**src/rtl/huffman_pkg.sv**
```systemverilog
// Shared widths, FSM state type and code-table constants for the Huffman stream path.
package huffman_pkg;

  localparam int unsigned LEN_W = 16;
  localparam int unsigned SYM_W = 6;

  // Code table shared with the decoder core: 00=1 01=2 10=3 110=4 111000=5 111001=6.
  localparam int unsigned NUM_SYMS     = 6;
  localparam int unsigned MIN_CODE_LEN = 2;
  localparam int unsigned MAX_CODE_LEN = 6;

  typedef enum logic [2:0] {
    StIdle,
    StClr,
    StShift,
    StDrain,
    StDone
  } state_e;

endpackage

```
**src/rtl/huffman_bit_serializer.sv**
```systemverilog
// One-byte buffer that hands packed bits to the decoder MSB-first, one per shift strobe.
module huffman_bit_serializer (
  input  logic       clk_i,
  input  logic       rst_ni,
  input  logic       en_i,
  input  logic       load_i,
  input  logic [7:0] data_i,
  input  logic       shift_i,
  output logic       full_o,
  output logic       ready_o,
  output logic       bit_o
);

  logic [7:0] byte_q, byte_d;
  logic [2:0] idx_q, idx_d;
  logic       full_q, full_d;

  always_comb begin
    byte_d = byte_q;
    idx_d  = idx_q;
    full_d = full_q;
    // Leaving the shift phase drops any unused trailing bits of the last byte.
    if (!en_i) begin
      full_d = 1'b0;
    end else if (load_i) begin
      byte_d = data_i;
      idx_d  = 3'd7;
      full_d = 1'b1;
    end else if (shift_i) begin
      idx_d = idx_q - 3'd1;
      if (idx_q == 3'd0) begin
        full_d = 1'b0;
      end
    end
  end

  always_ff @(posedge clk_i) begin
    if (!rst_ni) begin
      byte_q <= 8'h00;
      idx_q  <= 3'd0;
      full_q <= 1'b0;
    end else begin
      byte_q <= byte_d;
      idx_q  <= idx_d;
      full_q <= full_d;
    end
  end

  assign full_o  = full_q;
  assign ready_o = en_i & ~full_q;
  assign bit_o   = shift_i & byte_q[idx_q];

endmodule

```
**src/rtl/huffman_stream_ctrl.sv**
```systemverilog
// Frame sequencer feeding the bit-serial Huffman decoder and buffering its symbols in a
// one-entry output slot with backpressure.
module huffman_stream_ctrl
  import huffman_pkg::*;
#(
  parameter int unsigned LenW = LEN_W,
  parameter int unsigned SymW = SYM_W
) (
  input  logic            clk,
  input  logic            rst_n,
  input  logic            start,
  input  logic [LenW-1:0] frame_len,
  input  logic            in_valid,
  output logic            in_ready,
  input  logic [7:0]      in_data,
  output logic            dec_clr,
  output logic            dec_bit,
  output logic            dec_bit_en,
  input  logic            dec_sym_vld,
  input  logic [SymW-1:0] dec_sym,
  output logic            out_valid,
  input  logic            out_ready,
  output logic [SymW-1:0] out_sym,
  output logic            busy,
  output logic            done,
  output logic            err_trunc,
  output logic [LenW-1:0] sym_count
);

  state_e          state_q;
  logic [LenW-1:0] bits_left_q;
  logic [LenW-1:0] sym_count_q;
  logic [SymW-1:0] out_sym_q;
  logic            out_valid_q;
  logic            issued_q;
  logic            err_q;
  logic            dec_clr_q;
  logic            done_q;
  logic            busy_q;

  logic            shifting;
  logic            buf_full;
  logic            accept;
  logic            issue;
  logic            capture;

  assign shifting = (state_q == StShift);
  assign capture  = issued_q & dec_sym_vld;
  // Never issue while a symbol is landing, so the next capture always finds a free slot.
  assign issue    = shifting & buf_full & (~out_valid_q | out_ready) & ~capture;
  assign accept   = in_valid & in_ready;

  huffman_bit_serializer u_serializer (
    .clk_i   (clk),
    .rst_ni  (rst_n),
    .en_i    (shifting),
    .load_i  (accept),
    .data_i  (in_data),
    .shift_i (issue),
    .full_o  (buf_full),
    .ready_o (in_ready),
    .bit_o   (dec_bit)
  );

  always_ff @(posedge clk) begin
    if (!rst_n) begin
      state_q     <= StIdle;
      bits_left_q <= '0;
      sym_count_q <= '0;
      out_sym_q   <= '0;
      out_valid_q <= 1'b0;
      issued_q    <= 1'b0;
      err_q       <= 1'b0;
      dec_clr_q   <= 1'b0;
      done_q      <= 1'b0;
      busy_q      <= 1'b0;
    end else begin
      dec_clr_q <= 1'b0;
      done_q    <= 1'b0;
      issued_q  <= issue;

      if (capture) begin
        out_sym_q   <= dec_sym;
        out_valid_q <= 1'b1;
        sym_count_q <= sym_count_q + LenW'(1);
      end else if (out_valid_q && out_ready) begin
        out_valid_q <= 1'b0;
      end

      if (issue) begin
        bits_left_q <= bits_left_q - LenW'(1);
      end

      unique case (state_q)
        StIdle: begin
          if (start) begin
            bits_left_q <= frame_len;
            sym_count_q <= '0;
            err_q       <= 1'b0;
            busy_q      <= 1'b1;
            if (frame_len == '0) begin
              state_q <= StDone;
              done_q  <= 1'b1;
            end else begin
              state_q   <= StClr;
              dec_clr_q <= 1'b1;
            end
          end
        end
        StClr: state_q <= StShift;
        StShift: begin
          if (issue && bits_left_q == LenW'(1)) begin
            state_q <= StDrain;
          end
        end
        StDrain: begin
          // The last bit's response arrives now; silence means the frame cut a codeword.
          if (!dec_sym_vld) begin
            err_q <= 1'b1;
          end
          state_q <= StDone;
          done_q  <= 1'b1;
        end
        StDone: begin
          state_q <= StIdle;
          busy_q  <= 1'b0;
        end
        default: state_q <= StIdle;
      endcase
    end
  end

  assign dec_bit_en = issue;
  assign dec_clr    = dec_clr_q;
  assign out_valid  = out_valid_q;
  assign out_sym    = out_sym_q;
  assign busy       = busy_q;
  assign done       = done_q;
  assign err_trunc  = err_q;
  assign sym_count  = sym_count_q;

endmodule
```
**config.mk**
```make
export PLATFORM = sky130hd
export DESIGN_NAME = huffman_stream_ctrl
export DESIGN_NICKNAME = d
export VERILOG_FILES = /design/src/rtl/huffman_pkg.sv /design/src/rtl/huffman_bit_serializer.sv /design/src/rtl/huffman_stream_ctrl.sv
export SDC_FILE = /design/constraint.sdc
export NUM_CORES = 1
export LEC_CHECK = 0
export CELL_PAD_IN_SITES_DETAIL_PLACEMENT = 1
export CELL_PAD_IN_SITES_GLOBAL_PLACEMENT = 2
export CORE_MARGIN = 2
export CORE_UTILIZATION = 29
export DETAILED_ROUTE_END_ITERATION = 8
export PLACE_DENSITY = 0.87
export SETUP_SLACK_MARGIN = 0.3
export SLEW_MARGIN = 20
export SYNTH_ARGS = -nofsm -noshare
export SYNTH_HDL_FRONTEND = slang
export SYNTH_SLANG_ARGS = --single-unit
```
**constraint.sdc**
```tcl
create_clock -name clk -period 2.3 [get_ports clk]
set_clock_uncertainty 0.2 [all_clocks]
set_input_delay 0.575 -clock clk [delete_from_list [all_inputs] [get_ports clk]]
set_output_delay 0.575 -clock clk [all_outputs]
set_load 0.02 [all_outputs]
```
==> run_results.csv, run 1 <==
group,metric,value,unit
status,outcome,"finished with violations",
status,violations,"setup timing",
synth,netlist_top_cells_area,"dfxtp_1, a21oi_1, nand2_1",
place,dp.cells,505,
hold_path,holdCritStartpoint,"out_sym[2]",
setup_path,end_kind,"output port",
place,place.gp.congestion,0.723,
synth,synth_async_sr_flop_share,0,%
sta,tightestPinTransition,409,ps
clock_tree,clk_latency,340,ps
global_route,grt_pass1_wl,14000,microns
synth,ys_seq_elements,59,
setup_path,crit_arrival,1600,ps
routing,via_per_inst,5.14,
die,start_util,29.6,%
sta,setup_slack,-79.0,ps
hold_path,holdPathStages,2,
sta,finalSetupViolations,1,
sta,rsz0062_at_grt,"true",
die,dieHeight,100,microns
final_layout,nets,468,
synth,synthesis.area,0.00270,sq mm
synth,yosysUniqueCellTypes,46,
hold_path,hp-class,"reg2reg",
global_route,grt_pass1_vias,2906,
sta,finalHoldViolations,0,
pwr,ir_drop,256,uV
routing,num_vias,2788,
run,cap_violations,0,
place,dp_hpwl,5720,microns
place,placed_area,0.00367,sq mm
sta,period_share,103,%
clock_tree,path_clk_slew,70,ps
routing,first_pass_iters,4,
synth,synth-main-ff-cell,"dfxtp_1",
sta,post-route-min-period,2380,ps
die,die_area,0.0101,sq mm
pwr,power_density,616,mW/mm^2
sta,holdWs,254,ps
clock_tree,cts_tree,"done",
sta,timing.fmax,420,MHz
setup_path,cp-start-kind,"flip-flop",
clock_tree,cts-buffers-inserted,9,
sta,setup_tns,-79.0,ps
routing,wl_per_cell,16.3,microns
synth,synth_top_area_share,43.8,%
die,core_region_area,0.00911,sq mm
hold_path,holdPathEnd,"out_sym[2]",
synth,synth_nets,357,
setup_path,critPathRequiredTime,1520,ps
final_layout,instances_no_fill,542,
global_route,grt_max_degree,29,
setup_path,r2r_start,"bits_left_q[4]",
clock_tree,clk_path_buf_depth,2,
pwr,p_leak,1.64,nW
synth,synth_cells,316,
clock_tree,cts_sinks,59,
routing,antenna_left,0,
final_layout,drive_gt1_share,29.5,%
routing,drt_iter0_drc,52,
clock_tree,root_buffer,"clkbuf_8",
die,std_cell_rows,35,
final_layout,synthToLayoutAreaGrowth,60.6,%
sta,slew_violations,0,
synth,yosysMostFrequentCell,"dfxtp_1",
global_route,grt-ovfl-total,0,
synth,synth_edf_count,0,
setup_path,cp_max_fo,3,
synth,synth_top_cells_by_count,"dfxtp_1, nand2_1, a21oi_1",
synth,synth_area_leader_cell,"dfxtp_1",
place,place.port_buffers,65,
routing,wirelength,8850,microns
synth,ys_seq_area_share,43.8,%
setup_path,reg2reg_to,"bits_left_q[9]",
global_route,track_usage,17.5,%
setup_path,critPathKind,"reg2out",
sta,maxSlewHeadroom,72.5,%
setup_path,rrSetupSlack,120,ps
synth,synth_warnings,0,
clock_tree,h-tree-depth,3,
final_layout,post-route-cell-area,0.00433,sq mm
routing,drc_errors,0,
synth,synth_area_per_cell,8.53,sq um
setup_path,r2r_cells,5,
global_route,antenna_found_initial,0,
die,die_w,100,microns
final_layout,diodes,0,
die,ioPinCount,66,
[logic make-up after synthesis]
logic type | after synthesis | share of synthesized area [%]
adders and majority gates | 5 | 2.32
and+or+nand+nor | 125 | 24.9
buffers and inverters | 29 | 4.92
AOI/OAI and AO/OA | 78 | 16.3
muxes | 5 | 2.88
DFF | 59 | 43.8
xor gates and xnor gates | 15 | 4.87
[repair_timing]
| action | CTS | global route |
|---|---|---|
| setup buffers | 16 | 6 |
| pin swaps | 20 | 15 |
| hold buffers | 0 | 0 |
| endpoints found under the setup margin | 49 | 20 |
| gates resized for setup | 81 | 32 |
[report_power, final]
group / switching (mW) / internal, mW / leakage, nW
Clock: 0.434 / 0.630 / 0.108
Sequential: 0.0515 / 1.07 / 0.487
Combinational: 0.225 / 0.259 / 1.05
[per-stage QoR]
| step | setup slack [ps] | power [mW] | utilization [%] |
|---|---|---|---|
| 2_1_floorplan | 259 | 1.31 | - |
| 3_3_place_gp | -572 | 1.45 | 40.3 |
| 3_5_place_dp | -594 | 1.47 | 40.3 |
| 4_1_cts | -113 | 2.61 | 45.2 |
| 5_1_grt | -133 | 2.79 | 47.5 |
| 6_report | -79.0 | 2.67 | 47.5 |
[flip-flops by register name, summed over array words and instances, names as in the netlist]
register	count
out_sym	6
out_valid	1
u_serializer.full_o	1
issued_q	1
state_q	3
err_trunc	1
done	1
bits_left_q	16
u_serializer.idx_q	3
sym_count	16
busy	1
u_serializer.byte_q	8
dec_clr	1
[final cells by class]
class                      count  area, sq um
clock buffer                  10          138
clock inverter                 5         77.6
fill                        1070         4780
inverter                      10         37.5
multi-input combinational    228         1610
sequential                    59         1200
tap                          111          139
timing repair buffer         119         1130
[cell usage in the layout (no fill, tap or decap), types with 4 or more instances in the layout]
master            n
a21oi_1          28
ha_1              5
or3_1             8
nand3_1          12
or4_4             8
inv_1             9
dfxtp_1          45
xnor2_1          12
nand4_1           8
buf_12            4
nand2_1          33
nor4_1            7
o21ai_0          24
or3_4             4
clkdlybuf4s50_1  33
nor2_1           17
nor3_1            6
clkbuf_8         10
buf_6            15
dlygate4sd2_1    27
a31oi_1          10
buf_4            37
dfxtp_2          13
[worst max-delay path by stage]
stage / startpoint / to / slack (ps) / depth (start not counted)
floorplan: bits_left_q[4] / bits_left_q[11] / 260 / 5
global placement: out_ready / dec_bit / -570 / 5
detailed placement: out_ready / dec_bit / -590 / 5
CTS: u_serializer.idx_q[0] / dec_bit / -110 / 4
global route: u_serializer.idx_q[0] / dec_bit / -130 / 4
finish: u_serializer.idx_q[0] / dec_bit / -80 / 4
[routing by layer]
metal | GRT usage [%] | routed length (microns) | part of all wire, %
met2 | 31.0 | 4620 | 52
met1 | 20.5 | 3800 | 43
met3 | 4.94 | 344 | 3.9
met5 | 0 | 0 | 0
met4 | 4.95 | 89 | 1.0
[worst max-delay path: stages, from the launching register on]
cell and delay, ps:
dfxtp_4 370, mux4_2 530, mux2i_4 170, nor2_2 70, buf_6 130
No activity file was read; power rests on OpenSTA's default activity.
==> run 2, diff against run 1 <==
- CAP_MARGIN: not set -> 20
==> results of run 2 <==
Final layout, timing and power as in run 1 (identical DEF).
